**src/rtl/alu_pkg.sv**
```systemverilog
// Shared ALU definitions: control codes, ALUOp classes and issue-stage types.
// Used by the EX issue stage and by the single-cycle datapath decoder.
package alu_pkg;

   localparam int ISS_XLEN   = 64;
   localparam int ISS_CTRL_W = 8;

   // 4-bit ALU control codes
   localparam logic [3:0] ALU_AND = 4'b0000;
   localparam logic [3:0] ALU_OR  = 4'b0001;
   localparam logic [3:0] ALU_ADD = 4'b0010;
   localparam logic [3:0] ALU_SUB = 4'b0110;
   localparam logic [3:0] ALU_NOR = 4'b1100;

   // 2-bit ALUOp classes produced by the main decoder
   localparam logic [1:0] AOP_MEM   = 2'b00;
   localparam logic [1:0] AOP_BR    = 2'b01;
   localparam logic [1:0] AOP_RTYPE = 2'b10;
   localparam logic [1:0] AOP_RSVD  = 2'b11;

   // R-type funct codes {instr[30], instr[14:12]}
   localparam logic [3:0] FN_ADD = 4'b0000;
   localparam logic [3:0] FN_SUB = 4'b1000;
   localparam logic [3:0] FN_AND = 4'b0111;
   localparam logic [3:0] FN_OR  = 4'b0110;

   // Occupancy of the two-entry skid buffer
   typedef enum logic [1:0] {
      S_EMPTY = 2'b00,
      S_ONE   = 2'b01,
      S_TWO   = 2'b10
   } skid_state_e;

   // One held operation, already decoded and operand-B muxed
   typedef struct packed {
      logic [ISS_XLEN-1:0]   a;
      logic [ISS_XLEN-1:0]   b;
      logic [3:0]            alu_ctl;
      logic                  illegal;
      logic [4:0]            rd;
      logic [ISS_CTRL_W-1:0] ctrl;
   } issue_ent_t;

endpackage

```
**src/rtl/alu_ctl_decode.sv**
```systemverilog
// ALUOp + funct to 4-bit ALU control decoder.
// Purely combinational; undecodable combinations fall back to ADD.
module alu_ctl_decode
   import alu_pkg::*;
(
   input  logic [1:0] alu_op,
   input  logic [3:0] funct,
   output logic [3:0] alu_ctl,
   output logic       illegal
);

   // Map operation class and funct to ALU control, flagging bad encodings
   always_comb begin
      alu_ctl = ALU_ADD;
      illegal = 1'b0;
      unique case (alu_op)
         AOP_MEM: alu_ctl = ALU_ADD;
         AOP_BR:  alu_ctl = ALU_SUB;
         AOP_RTYPE: begin
            case (funct)
               FN_ADD:  alu_ctl = ALU_ADD;
               FN_SUB:  alu_ctl = ALU_SUB;
               FN_AND:  alu_ctl = ALU_AND;
               FN_OR:   alu_ctl = ALU_OR;
               default: illegal = 1'b1;
            endcase
         end
         AOP_RSVD: illegal = 1'b1;
      endcase
   end

endmodule

```
**src/rtl/ex_issue_skid.sv**
```systemverilog
// ID->EX issue stage with a two-entry skid buffer in front of the ALU.
// in_ready comes straight from a flop so out_ready never reaches ID combinationally.
module ex_issue_skid
   import alu_pkg::*;
#(
   parameter int XLEN   = ISS_XLEN,
   parameter int CTRL_W = ISS_CTRL_W
) (
   input  logic              clk,
   input  logic              reset,
   input  logic              flush,
   input  logic              in_valid,
   output logic              in_ready,
   input  logic [XLEN-1:0]   in_rs1_data,
   input  logic [XLEN-1:0]   in_rs2_data,
   input  logic [XLEN-1:0]   in_imm,
   input  logic              in_alu_src,
   input  logic [1:0]        in_alu_op,
   input  logic [3:0]        in_funct,
   input  logic [4:0]        in_rd,
   input  logic [CTRL_W-1:0] in_ctrl,
   output logic              out_valid,
   input  logic              out_ready,
   output logic [XLEN-1:0]   out_a,
   output logic [XLEN-1:0]   out_b,
   output logic [3:0]        out_alu_ctl,
   output logic [4:0]        out_rd,
   output logic [CTRL_W-1:0] out_ctrl,
   output logic              out_illegal
);

   skid_state_e state_q, state_d;
   issue_ent_t  main_q, main_d;
   issue_ent_t  skid_q, skid_d;
   logic        in_ready_q, in_ready_d;

   logic        dec_illegal;
   logic [3:0]  dec_ctl;
   issue_ent_t  in_ent;
   logic        fire_in;
   logic        fire_out;

   alu_ctl_decode u_dec (
      .alu_op  (in_alu_op),
      .funct   (in_funct),
      .alu_ctl (dec_ctl),
      .illegal (dec_illegal)
   );

   // Build the entry for the incoming op: operand-B mux plus decoded control
   always_comb begin
      in_ent         = '0;
      in_ent.a       = in_rs1_data;
      in_ent.b       = in_alu_src ? in_imm : in_rs2_data;
      in_ent.alu_ctl = dec_ctl;
      in_ent.illegal = dec_illegal;
      in_ent.rd      = in_rd;
      in_ent.ctrl    = in_ctrl;
   end

   assign fire_in  = in_valid && in_ready_q;
   assign fire_out = out_valid && out_ready;

   // Occupancy transitions and entry movement; flush beats everything
   always_comb begin
      state_d = state_q;
      main_d  = main_q;
      skid_d  = skid_q;
      if (flush) begin
         state_d = S_EMPTY;
      end else begin
         unique case (state_q)
            S_EMPTY: begin
               if (fire_in) begin
                  main_d  = in_ent;
                  state_d = S_ONE;
               end
            end
            S_ONE: begin
               if (fire_out && fire_in) begin
                  main_d = in_ent;
               end else if (fire_out) begin
                  state_d = S_EMPTY;
               end else if (fire_in) begin
                  skid_d  = in_ent;
                  state_d = S_TWO;
               end
            end
            S_TWO: begin
               if (fire_out) begin
                  main_d  = skid_q;
                  state_d = S_ONE;
               end
            end
            default: state_d = S_EMPTY;
         endcase
      end
      in_ready_d = (state_d != S_TWO);
   end

   // State, payload and registered ready
   always_ff @(posedge clk or posedge reset) begin
      if (reset) begin
         state_q    <= S_EMPTY;
         main_q     <= '0;
         skid_q     <= '0;
         in_ready_q <= 1'b0;
      end else begin
         state_q    <= state_d;
         main_q     <= main_d;
         skid_q     <= skid_d;
         in_ready_q <= in_ready_d;
      end
   end

   assign in_ready    = in_ready_q;
   assign out_valid   = (state_q != S_EMPTY);
   assign out_a       = main_q.a;
   assign out_b       = main_q.b;
   assign out_alu_ctl = main_q.alu_ctl;
   assign out_illegal = main_q.illegal;
   assign out_rd      = main_q.rd;
   assign out_ctrl    = main_q.ctrl;

endmodule
```
**config.mk**
```make
export PLATFORM = sky130hd
export DESIGN_NAME = ex_issue_skid
export DESIGN_NICKNAME = d
export VERILOG_FILES = /design/src/rtl/alu_pkg.sv /design/src/rtl/alu_ctl_decode.sv /design/src/rtl/ex_issue_skid.sv
export SDC_FILE = /design/constraint.sdc
export NUM_CORES = 1
export LEC_CHECK = 0
export ABC_CLOCK_PERIOD_IN_PS = 29700
export CORE_ASPECT_RATIO = 1.75
export CORE_MARGIN = 2
export CORE_UTILIZATION = 52
export CTS_CLUSTER_SIZE = 25
export DETAILED_ROUTE_END_ITERATION = 12
export HOLD_SLACK_MARGIN = 0.12
export PLACE_DENSITY = 0.82
export SYNTH_ARGS = -nofsm -noshare
export SYNTH_HDL_FRONTEND = slang
export SYNTH_HIERARCHICAL = 1
export SYNTH_SLANG_ARGS = --single-unit
```
**constraint.sdc**
```tcl
create_clock -name clk -period 29.7 [get_ports clk]
set_input_delay 7.425 -clock clk [delete_from_list [all_inputs] [get_ports clk]]
set_output_delay 7.425 -clock clk [all_outputs]
set_load 0.02 [all_outputs]
```
; Word level (Yosys, flattened, before mapping)
; Cells that the tools add are included.
[totals]
inputBits = 217
out_inout_bits = 148
wordCells = 55
reg_bits = 295
[op_classes]
eq_ne = 12
muxes = 16
n_bitwise = 3
n_reduce_logical = 10
[op_table]
columns = cell, n
row1 = two-way mux 146 bit, 3
row2 = case mux 146 bit (3 select lines), 1
row3 = two-way mux 64 bit, 1
row4 = two-way mux 2 bit, 6
row5 = AND reduction 5 bit, 2
row6 = case mux 3 bit (3 select lines), 1
row7 = equality test 4 x 3 -> 1 bit (second input constant), 2
row8 = inequality test 2 bit (second input constant), 4
row9 = case mux 4 bit (2 select lines), 1
row10 = equality test 2 bit (second input constant), 3
row11 = case mux 2 bit (3 select lines), 1
row12 = equality test 2 x 1 -> 1 bit (second input constant), 2
row13 = equality test 4 bit (second input constant), 1
row14 = logical NOT 4 bit, 1
row15 = OR reduction 4 bit, 1
row16 = logical AND 1 bit, 3
row17 = NOT 1 bit, 3
row18 = nonzero test 3 bit, 1
row19 = logical NOT 2 bit, 1
row20 = case mux 1 bit (2 select lines), 1
row21 = nonzero test 2 bit, 1
row22 = two-way mux 1 bit, 1

; Depth between registers and ports, before layout
; Gate-level depths: netlist (run 1).
[logic_depth]
word_depth = 7
depth_mapped = 7
mapped_depth_nobuf = 6

; Hierarchy
; Netlist (run 1), hierarchy kept.
[modules_own_cells]
columns = mod, seq_area_each_um2, cells_each, instances, area_each_um2
row1 = ex_issue_skid, 7382.1, 1264, 1, 12640.9
row2 = alu_ctl_decode, 0.0, 16, 1, 123.9

; Worst setup path before layout (run 1)
; No wires, ideal clock.
[synth_timing]
kind = input -> register
start = input out_ready
end = register skid_q[111] (netlist name)
path_slack_ns = 20.837
setup_ns = 0.125
path_buffers = 3
arrival_ns = 8.737
t_required_ns = 29.575
stages = 6
cell_sequence = and2b_2 > or3b_4 > buf_6 > buf_6 > buf_6 > mux2_4
[synth_between]
elab_chain_len = 4
word_cells_on_any_way = 5
cone_classes = bitwise: 2 / reduce/logical: 3
[synth_lines]
columns = element, line
row1 = "start, declared", ex_issue_skid.sv:23  ; input logic out_ready,
row2 = logical AND 1 bit *, ex_issue_skid.sv:62  ; assign fire_out = out_valid && out_ready;
row3 = logical AND 1 bit, ex_issue_skid.sv:80  ; if (fire_out && fire_in) begin
row4 = NOT 1 bit (no source line), n/a
row5 = AND reduction 5 bit (no source line) *, n/a
row6 = "end signal, assigned", ex_issue_skid.sv:111  ; skid_q <= skid_d;
row7 = "end, declared", ex_issue_skid.sv:34  ; issue_ent_t skid_q, skid_d;
; Mark *: on every way between the ends. The rest lies on a longest branch, timed or not.
; A chain may end at the register's enable or synchronous reset.

; Final worst setup path (run 1)
[layout_timing]
start = input out_ready
end = register skid_q[12] (netlist name)
; Same word-level chain as after synthesis.

==> results of run 1 <==
-- stage by stage --
| stage | setup WS, ns | instance area (um2) | cells |
|---|---|---|---|
| after floorplan | 14.13 | 12800 | 1280 |
| after global placement | 19.35 | 16500 | 1866 |
| after detailed placement | 19.31 | 16500 | 1866 |
| after CTS | 19.86 | 17400 | 1914 |
| after global routing | 19.67 | 17400 | 1917 |
| final | 19.83 | 17400 | 1917 |
-- layer usage --
layer | vias up | share of wire
met5 | - | 0
met4 | 0 | 0.055
met3 | 90 | 0.060
met2 | 328 | 0.52
met1 | 4928 | 0.37
li1 | 4934 | -
-- final cells by class --
type	count	area, um2
inverter	5	26.3
antenna	3	7.51
fill	1757	6620
tap	308	385
multi-input combinational	884	4960
clock inverter	12	143
clock buffer	36	779
timing repair buffer	374	3720
sequential	295	7380
-- worst max-delay path, stage by stage --
cell	delay (ns)
clkdlybuf4s50_1	0.52
and2b_2	0.28
or3b_4	0.77
buf_4	0.81
mux2_2	0.42
-- flip-flops by register name, summed over array words and instances, names as in the netlist --
name,count
out_alu_ctl,4
out_illegal,1
out_a,64
out_b,64
in_ready,1
skid_q,146
out_ctrl,8
state_q,2
out_rd,5
-- placed cells by master, fill, tap and decap left out, types with 2 or more instances in the layout --
master and instances:
a21oi_1 64, a31oi_1 82, buf_4 11, bufinv_16 3
clkbuf_1 2, clkbuf_16 27, clkbuf_8 7, clkdlybuf4s50_1 363
clkinv_2 7, dfrtp_1 295, diode_2 3, ha_1 3
inv_1 4, mux2_2 71, mux2_4 11, mux2i_1 64
nand2_1 293, nand3b_1 2, nor2_1 148, o21ai_0 126
o21ai_1 2
-- final timing paths --
path / startpoint / end / slack (ns) / cells after the start
worst max-delay path: out_ready / skid_q[12] / 19.83 / 5
worst min-delay path: out_b[15] / out_b[15] / 0.48 / 2
worst max register to register: state_q[0] / skid_q[12] / 26.82 / 4
worst min register to register: out_b[15] / out_b[15] / 0.48 / 2
max in group asynchronous: reset / out_ctrl[4] / 20.56 / 3
min in group asynchronous: reset / out_a[24] / 7.46 / 2
-- where the power goes --
group	internal, mW	switching [mW]
Combinational	0.158	0.154
Sequential	0.502	0.0560
Clock	0.210	0.148
-- cells by family (layout without fill, tap and decap cells) --
family / after synthesis / in the layout
adders and majority gates: 3 / 3
DFF: 295 / 295
AOI/OAI and AO/OA: 281 / 281
and+or+nand+nor: 452 / 452
other: 1 / 4
muxes: 146 / 146
buffers and inverters: 101 / 427
xor gates and xnor gates: 1 / 1
==> metrics.md, run 1 <==
| Metric | Value |
|---|---|
| Post-Synth XOR/XNOR Area | `0.000686` |
| DIE HEIGHT | `211 um` |
| Pwr/cell area | `approximately 70 mW/mm2` |
| Layout Skew | `between 0.01 and 0.015 ns` |
| Die X | `122 um` |
| GRT overflow | `0` |
| Main synth FF type | `dfrtp_1` |
| Syn nets | `roughly 1.5k` |
| Fmax | `0.101 GHz` |
| Synth Warn # | `6` |
| Leakage | `just under 8 nW` |
| CTS tree | `yes` |
| Final ANT Viol Nets | `0` |
| Clk root buf | `clkbuf_16` |
| Initial DRT Pass Iterations | `5` |
| Slew headroom | `0.276` |
| Nets@finish | `between 1.5k and 2k` |
| Via count | `10.3k` |
| Crit. End Element | `flip-flop` |
| Max-cap viol count | `0` |
| Num rows | `75` |
| Flip-flop and latch count after synthesis | `295` |
| Final setup viols | `0` |
| Worst setup SP type | `primary input` |
| Top cells by area, synth | `dfrtp_1 (58%), nand2_1 (8.6%), mux2_2 (6.3%)` |
| Worst-Margin Slew | `1.09 ns` |
| GR Util met2 | `0.442` |
| Sequential-to-total area share from yosys stat | `0.578` |
| Maximum clock insertion buffer count | `3` |
| First-pass GRT wire length | `between 50 and 60 mm` |
| Setup Fix Bufs, Post-CTS | `0` |
| M1 GR Usage | `0.300` |
| Mapped Cells | `1280` |
| Final setup TNS | `0 ns` |
| GP Congestion | `0.827` |
| Post-synthesis cell area | `0.0128 mm2` |
| PortBufs | `364` |
| RSZ-0062 raised after global routing | `no` |
| Reg clk slew, reported paths | `0.07 ns` |
| Final Power | `1.23 mW` |
| Mux cell area share after synthesis | `0.126` |
| Final critical-path share of the clock period | `0.332` |
| Outcome | `finished, final reports clean` |
| Drt drc | `0` |
| Minimum clock period | `9.87 ns` |
| EDFF count, synth | `0` |
| Top cells by count, synth | `dfrtp_1 (295), nand2_1 (293), nor2_1 (148)` |
| Area growth, synth to finish | `36.3%` |
| Synth Area per Inst | `approximately 10 um2` |
| Cts bufs inserted | `26` |
| Synth Area in Compound Gates | `0.120` |
| Critical path type | `primary input to flip-flop` |
| Final WL | `about 33 mm` |
| Final hold slack | `0.479 ns` |
| Final Hold Fails | `0` |
| Final max-slew violation count | `0` |
| Largest family of logic cells by synthesized area | `simple AND/OR/NAND/NOR gates` |
| Simple-Gate Fraction of Synth Area | `0.137` |
| Cts repair resizes | `0` |
| Synth Area in Adders | `0.00294` |
| Most Crowded Layer GR | `met2` |
| Yosys top cell by area | `dfrtp_1` |
| Later-pin clock latency in the skew report | `0.52 ns` |
| Most frequent cell after synthesis | `dfrtp_1` |
| Worst EP required | `roughly 30 ns` |
| Hold Buf Count CTS | `0` |
| Worst Hold Class | `flip-flop to flip-flop` |
| Initial DRC count | `664` |
| Drt via density | `5.36` |
| Detailed-route wire length per cell | `17.4 um` |
| VDD IR-drop max | `39.9 uV` |
| Initial antenna violation count | `3` |
| Core ar. | `0.0240 mm2` |
| Die ar. | `0.0259 mm2` |
| Post-layout util | `0.724` |
| Vias in the first global route | `10.3k` |
| Netlist cell types | `34` |
| CP Max Fanout | `68` |
| Starting Density | `0.531` |
| Post-synth ARST share | `1.00` |
| Yosys top cell area share | `0.578` |
| Met3 Usage GRT | `0.0472` |
| Share of layout cells above drive strength 1 | `0.0928` |
| Htree depth | `1` |
| IO Pins | `about 370` |
| GRT Overall Usage | `0.256` |
| Largest net degree at the start of global routing | `about 150` |
| CP arrival | `a little over 10 ns` |
| # clock sinks | `295` |
| Dpl hpwl | `22.4 mm` |
Note: power is estimated with default switching activity, not from simulation.
==> run 2: changes to the inputs <==
ABC_CLOCK_PERIOD_IN_PS = 8960   (was 29700)
CORE_UTILIZATION = 43   (was 52)
PLACE_DENSITY = 0.72   (was 0.82)
clock period = 8.96 ns   (was 29.7 ns; I/O delays follow)
==> run 2 against run 1 <==
Net effect:
- clock power increased to 3.2 times the previous value
- die area increased by 20%
- total power rose to 3.3 times the previous value
- sequential power grew to 3.3 times the previous value
- cell count increased by 4.0%
- flip-flop and latch count did not move
- critical path type unchanged
- highest routed layer unchanged
==> metrics.md, run 2 (synthesis gave the netlist of run 1 again) <==
| Metric | Value |
|---|---|
| Outcome | `finished, final reports clean` |
| RSZ-0062 raised after global routing | `no` |
| Met3 Usage GRT | `0.0327 (-0.0145)` |
| Worst EP required | `9.38 ns (-20.72 ns)` |
| Cell area after layout | `0.0175 mm2 (+0.58%)` |
| Leakage | `7.80 nW (about the same)` |
| Placed Area | `0.0166 mm2 (+0.78%)` |
| Dpl hpwl | `22.7 mm (+1.3%)` |
| Final setup viols | `0 (unchanged)` |
| Cell Int Power | `2.85 mW (+230%)` |
| Crit. End Element | `flip-flop` |
| Most Crowded Layer GR | `met2` |
| Num rows | `83 (+11%)` |
| # fillers | `2498 (+42%)` |
| Worst setup SP type | `primary input` |
| Later-pin clock latency in the skew report | `0.54 ns (+0.02 ns)` |
| IO Pins | `365 (unchanged)` |
| GP Congestion | `0.800 (-3.3%)` |
| Setup Fix Bufs, Post-CTS | `0 (unchanged)` |
| Crit-path cells | `clkdlybuf4s50_1 > and2b_2 > or3b_4 > buf_12 > mux2_2` |
| DIE HEIGHT | `232 um (+9.8%)` |
| Final WL | `33.0 mm (-0.85%)` |
| Minimum setup slack after placement | `3.84 ns (-15.47 ns)` |
| Pwr/cell area | `230 mW/mm2 (+230%)` |
| Die X | `134 um (+9.6%)` |
| Area growth, synth to finish | `37.1%` |
| Sw Ratio | `0.294 (+0.00186)` |
| Max FFs per register | `146 (unchanged)` |
| Final Power | `4.03 mW (+230%)` |
| Worst Hold Class | `flip-flop to flip-flop` |
| Initial DRC count | `495 (-25%)` |
| Final ANT Viol Nets | `0 (unchanged)` |
| Seq pwr share | `0.457 (+0.003)` |
| Vias in the first global route | `10.1k (-1.8%)` |
| Minimum clock period | `4.61 ns` |
| Multi-input logic area | `0.00496 mm2 (unchanged)` |
| Final critical-path share of the clock period | `0.514` |
| Die ar. | `0.0311 mm2 (+20%)` |
| M1 GR Usage | `0.245 (-0.0546)` |
| Share of layout cells above drive strength 1 | `0.0938 (+0.00107)` |
| Cts repair resizes | `0 (unchanged)` |
| VDD IR-drop max | `158 uV (+300%)` |
| Detailed-route wire length per cell | `16.6 um (-4.6%)` |
| Storage cell area | `0.00738 mm2 (unchanged)` |
| Worst-Margin Slew | `1.16 ns (+0.0710 ns)` |
| Slew headroom | `0.229 (-0.0473)` |
| Largest net degree at the start of global routing | `164 (+13%)` |
| Initial DRT Pass Iterations | `7 (+2)` |
| Reg clk slew, reported paths | `0.06 ns (about the same)` |
| Htree depth | `1 (unchanged)` |
| Via count | `10.1k (-1.7%)` |
| Starting Density | `0.436 (-0.0955)` |
| CP arrival | `5.03 ns (-5.23 ns)` |
| Maximum clock insertion buffer count | `3 (unchanged)` |
| Clk network pwr share | `0.287 (-0.005)` |
| Comb pwr share | `0.255 (about the same)` |
| Drt via density | `5.07 (-5.5%)` |
| Drt drc | `0 (unchanged)` |
| Critical path type | `primary input to flip-flop` |
| Clk root buf | `clkbuf_16` |
| Setup WS post-layout | `4.35 ns (-15.48 ns)` |
| Nets@finish | `1810 (+0.22%)` |
| GR Util met2 | `0.376 (-0.0657)` |
| Most frequent cells in the layout | `clkdlybuf4s50_1 (363), dfrtp_1 (295), nand2_1 (293)` |
| Worst path max stage delay | `0.88 ns (+0.07 ns)` |
| Most flop-heavy register | `skid_q` |
| Hold Buf Count CTS | `0 (unchanged)` |
| # clock sinks | `295 (unchanged)` |
| CP Max Fanout | `152 (+120%)` |
| Final Hold Fails | `0 (unchanged)` |
| PortBufs | `364 (unchanged)` |
| Layout Skew | `0.0143 ns (+0.00376 ns)` |
| CTS tree | `yes` |
| Core ar. | `0.0293 mm2 (+22%)` |
| Max-cap viol count | `0 (unchanged)` |
| Switching Power | `1.18 mW (+230%)` |
| GRT Overall Usage | `0.212 (-0.0440)` |
| Cts bufs inserted | `28 (+7.7%)` |
| Fmax | `between 0.2 and 0.25 GHz` |
| Initial antenna violation count | `2 (-1)` |
| Most common cell after layout, fill and taps aside | `clkdlybuf4s50_1` |
| Final max-slew violation count | `0 (unchanged)` |
| GRT overflow | `0 (unchanged)` |
| Max stage delay cell, worst path | `or3b_4` |
| First-pass GRT wire length | `52.9 mm (+0.83%)` |
| Final setup TNS | `0 ns (unchanged)` |
run 2: final cells by class:
type                    count  area share
flip-flops and latches    295       0.422
multi-input cells         884       0.283
repair buffers            376       0.215
clock buffers              37      0.0460
well taps                 382      0.0273
clock inverters            12     0.00522
inverters                   5     0.00129
diodes                      2    0.000286
run 2: worst paths after layout:
path                            start          end  slack, ns  cells past startpoint
min                         out_b[60]    out_b[60]       0.48                      2
min reg2reg                 out_b[60]    out_b[60]       0.48                      2
max in group asynchronous       reset     out_a[2]       5.37                      3
max reg2reg                state_q[0]  skid_q[104]       6.17                      4
max                         out_ready  skid_q[104]       4.35                      5
min in group asynchronous       reset    out_a[27]       2.19                      2
run 2: layer usage:
layer | vias up | routed length [um]
met4 | 0 | 1780
li1 | 4939 | -
met5 | - | 0
met3 | 77 | 1680
met2 | 309 | 17200
met1 | 4777 | 12400
run 2: power groups by stage:
stage | clock (mW) | combinational, mW | sequential [mW]
after floorplan | 0 | 0.390 | 1.99
after global placement | 0 | 1.01 | 1.85
after detailed placement | 0 | 1.04 | 1.87
after CTS | 1.19 | 1.04 | 1.84
after global routing | 1.24 | 1.12 | 1.89
final | 1.16 | 1.03 | 1.84
run 2: per-stage QoR:
stage | utilization | hold slack, ns | instances
detailed placement | 0.567 | 0.469 | 1942
finish | 0.598 | 0.476 | 1993
global route | 0.598 | 0.501 | 1993
floorplan | - | 0.450 | 1280
CTS | 0.597 | 0.483 | 1991
global placement | 0.567 | 0.460 | 1942
run 2: critical path, delay by kind of cell:
family	cells	cell delay, ns
multiplexers	1	0.40
buffers and inverters	2	1.10
AND/OR/NAND/NOR	2	1.16
==> run 3: changes to the inputs <==
ABC_CLOCK_PERIOD_IN_PS = 3800   (was 8960)
clock period = 3.8 ns   (was 8.96 ns; I/O delays follow)
==> run 3 against run 2 <==
Net effect:
- total power increased by 140%
- register-to-register slack got worse by 4.4 ns
- core utilization increased by 0.76 points
- sequential share of layout area fell by 0.53 points
- worst setup slack got worse by 3.3 ns
- clock power increased by 140%
- sequential power up 140%
- first-iteration DRC count increased by 1.4%
- cell area grew 1.3%
- die area stayed put
- wire length increased by 0.43%
- via count increased by 0.65%
==> metrics.md, run 3 (synthesis gave the netlist of run 1 again) <==
| Metric | Value |
|---|---|
| Most frequent cells in the layout | `clkdlybuf4s50_1 (363), dfrtp_1 (295), nand2_1 (293)` |
| Leakage | `7.90 nW (+1.2%)` |
| VDD IR-drop max | `444 uV (+180%)` |
| GP Congestion | `0.813 (+1.6%)` |
| GRT overflow | `0 (unchanged)` |
| Largest net degree at the start of global routing | `113 (-31%)` |
| Crit. End Element | `primary output` |
| Reg clk slew, reported paths | `0.06 ns (about the same)` |
| Final ANT Viol Nets | `0 (unchanged)` |
| Max FFs per register | `146 (unchanged)` |
| Slew headroom | `0.380 (+0.151)` |
| Dpl hpwl | `23.4 mm (+2.8%)` |
| Die X | `134 um (unchanged)` |
| CP arrival | `1.83 ns (-3.20 ns)` |
| Setup Fix Bufs, Post-CTS | `0 (unchanged)` |
| Cts bufs inserted | `27 (-3.6%)` |
| Most flop-heavy register | `skid_q` |
| Drt via density | `5.06 (about the same)` |
| Area growth, synth to finish | `38.8%` |
| # fillers | `2504 (+0.24%)` |
| Fmax | `roughly 0.36 GHz` |
| Cts repair resizes | `0 (unchanged)` |
| Final Hold Fails | `0 (unchanged)` |
| Via count | `10.2k (+0.65%)` |
| DIE HEIGHT | `232 um (unchanged)` |
| Outcome | `finished, final reports clean` |
| Worst EP required | `2.85 ns (-6.53 ns)` |
| Final WL | `33.2 mm (+0.43%)` |
| Worst setup SP type | `flip-flop` |
| Placed Area | `0.0168 mm2 (+1.2%)` |
| Final critical-path share of the clock period | `0.730` |
| Maximum clock insertion buffer count | `3 (unchanged)` |
| Worst path max stage delay | `0.54 ns (-0.34 ns)` |
| Hold Buf Count CTS | `0 (unchanged)` |
| Minimum clock period | `between 2 and 3 ns` |
| Final setup TNS | `0 ns (unchanged)` |
| Vias in the first global route | `10.2k (+0.75%)` |
| Final setup viols | `0 (unchanged)` |
| Clk root buf | `clkbuf_16` |
| GRT Overall Usage | `0.213 (+0.00148)` |
| Final hold slack | `0.480 ns (+0.00351 ns)` |
| Multi-input logic area | `0.00496 mm2 (unchanged)` |
| Storage cell area | `0.00738 mm2 (unchanged)` |
| Drt drc | `0 (unchanged)` |
| Max stage delay cell, worst path | `clkdlybuf4s50_1` |
| Crit-path cells | `or2_2 > clkdlybuf4s50_1` |
| Core ar. | `0.0293 mm2 (unchanged)` |
| Final max-slew violation count | `0 (unchanged)` |
| Share of layout cells above drive strength 1 | `0.0986 (+0.00474)` |
| Num rows | `83 (unchanged)` |
| # clock sinks | `295 (unchanged)` |
| CTS tree | `yes` |
| Final Non-Filler Cells | `2008 (+0.75%)` |
| Nets@finish | `1822 (+0.66%)` |
| Later-pin clock latency in the skew report | `0.55 ns (about the same)` |
| Critical path type | `flip-flop to primary output` |
| Initial antenna violation count | `3 (+1)` |
| Starting Density | `0.436 (unchanged)` |
| Initial DRT Pass Iterations | `5 (-2)` |
| Worst Hold Class | `flip-flop to flip-flop` |
| Layout Skew | `0.0115 ns (-0.00287 ns)` |
| Htree depth | `1 (unchanged)` |
| CP Max Fanout | `6 (-96%)` |
| Most common cell after layout, fill and taps aside | `clkdlybuf4s50_1` |
| Max-cap viol count | `0 (unchanged)` |
| Detailed-route wire length per cell | `16.5 um (-0.32%)` |
| Final Power | `9.60 mW (+140%)` |
| PortBufs | `364 (unchanged)` |
| First-pass GRT wire length | `53.3 mm (+0.73%)` |
| Die ar. | `0.0311 mm2 (unchanged)` |
| Worst-Margin Slew | `0.930 ns (-0.227 ns)` |
| Pwr/cell area | `542 mW/mm2 (+140%)` |
| Initial DRC count | `502 (+1.4%)` |
| IO Pins | `365 (unchanged)` |
| RSZ-0062 raised after global routing | `no` |
| Placed cells | `1955 (+0.67%)` |
| Cell area after layout | `0.0177 mm2 (+1.3%)` |
## run 3: changes by cell type in the layout (fill, tap and decap cells not counted), moves of 5 or more
cell	delta
clkbuf_1	+5
buf_12	+8
buf_4	+5
clkinv_2	-6
## run 3: cell type report
cell class                 instances  area share
tap                              382      0.0270
inverter                           5     0.00127
sequential                       295       0.417
clock buffer                      41      0.0445
clock inverter                     9     0.00734
multi-input combinational        884       0.280
antenna                            3    0.000424
timing repair buffer             389       0.223
## run 3: critical path: cells and delay by family (launching register included)
kind | cells | cell delay [ns]
buffers and inverters | 1 | 0.54
DFF | 1 | 0.43
and+or+nand+nor | 1 | 0.31
## run 3: per-stage QoR
step | worst slack (ns) | util
2_1_floorplan | -1.07 | -
3_3_place_gp | 0.747 | 0.574
3_5_place_dp | 0.724 | 0.574
4_1_cts | 0.999 | 0.605
5_1_grt | 0.957 | 0.605
6_report | 1.02 | 0.605
## run 3: routing by layer
layer | share of wire | global-route usage | wire length, um | vias up
li1 | - | - | - | 4965
met3 | 0.052 | 0.0312 | 1730 | 65
met1 | 0.37 | 0.249 | 12300 | 4805
met4 | 0.046 | 0.0977 | 1520 | 0
met5 | 0 | 0 | 0 | -
met2 | 0.53 | 0.384 | 17600 | 333
## run 3: report_power, final
group	total (mW)	internal [mW]	switching, mW
Combinational	2.44	1.25	1.19
Clock	2.81	1.64	1.17
Sequential	4.35	3.92	0.429
## run 3: final timing paths
check,startpoint,end,slack [ns],cells after the start
worst max-delay path,state_q[1],out_valid,1.02,2
worst min-delay path,out_b[22],out_b[22],0.48,2
worst max register to register,state_q[0],skid_q[108],1.78,4
worst min register to register,out_b[22],out_b[22],0.48,2
max in group asynchronous,reset,skid_q[55],1.91,3
min in group asynchronous,reset,skid_q[24],0.82,2
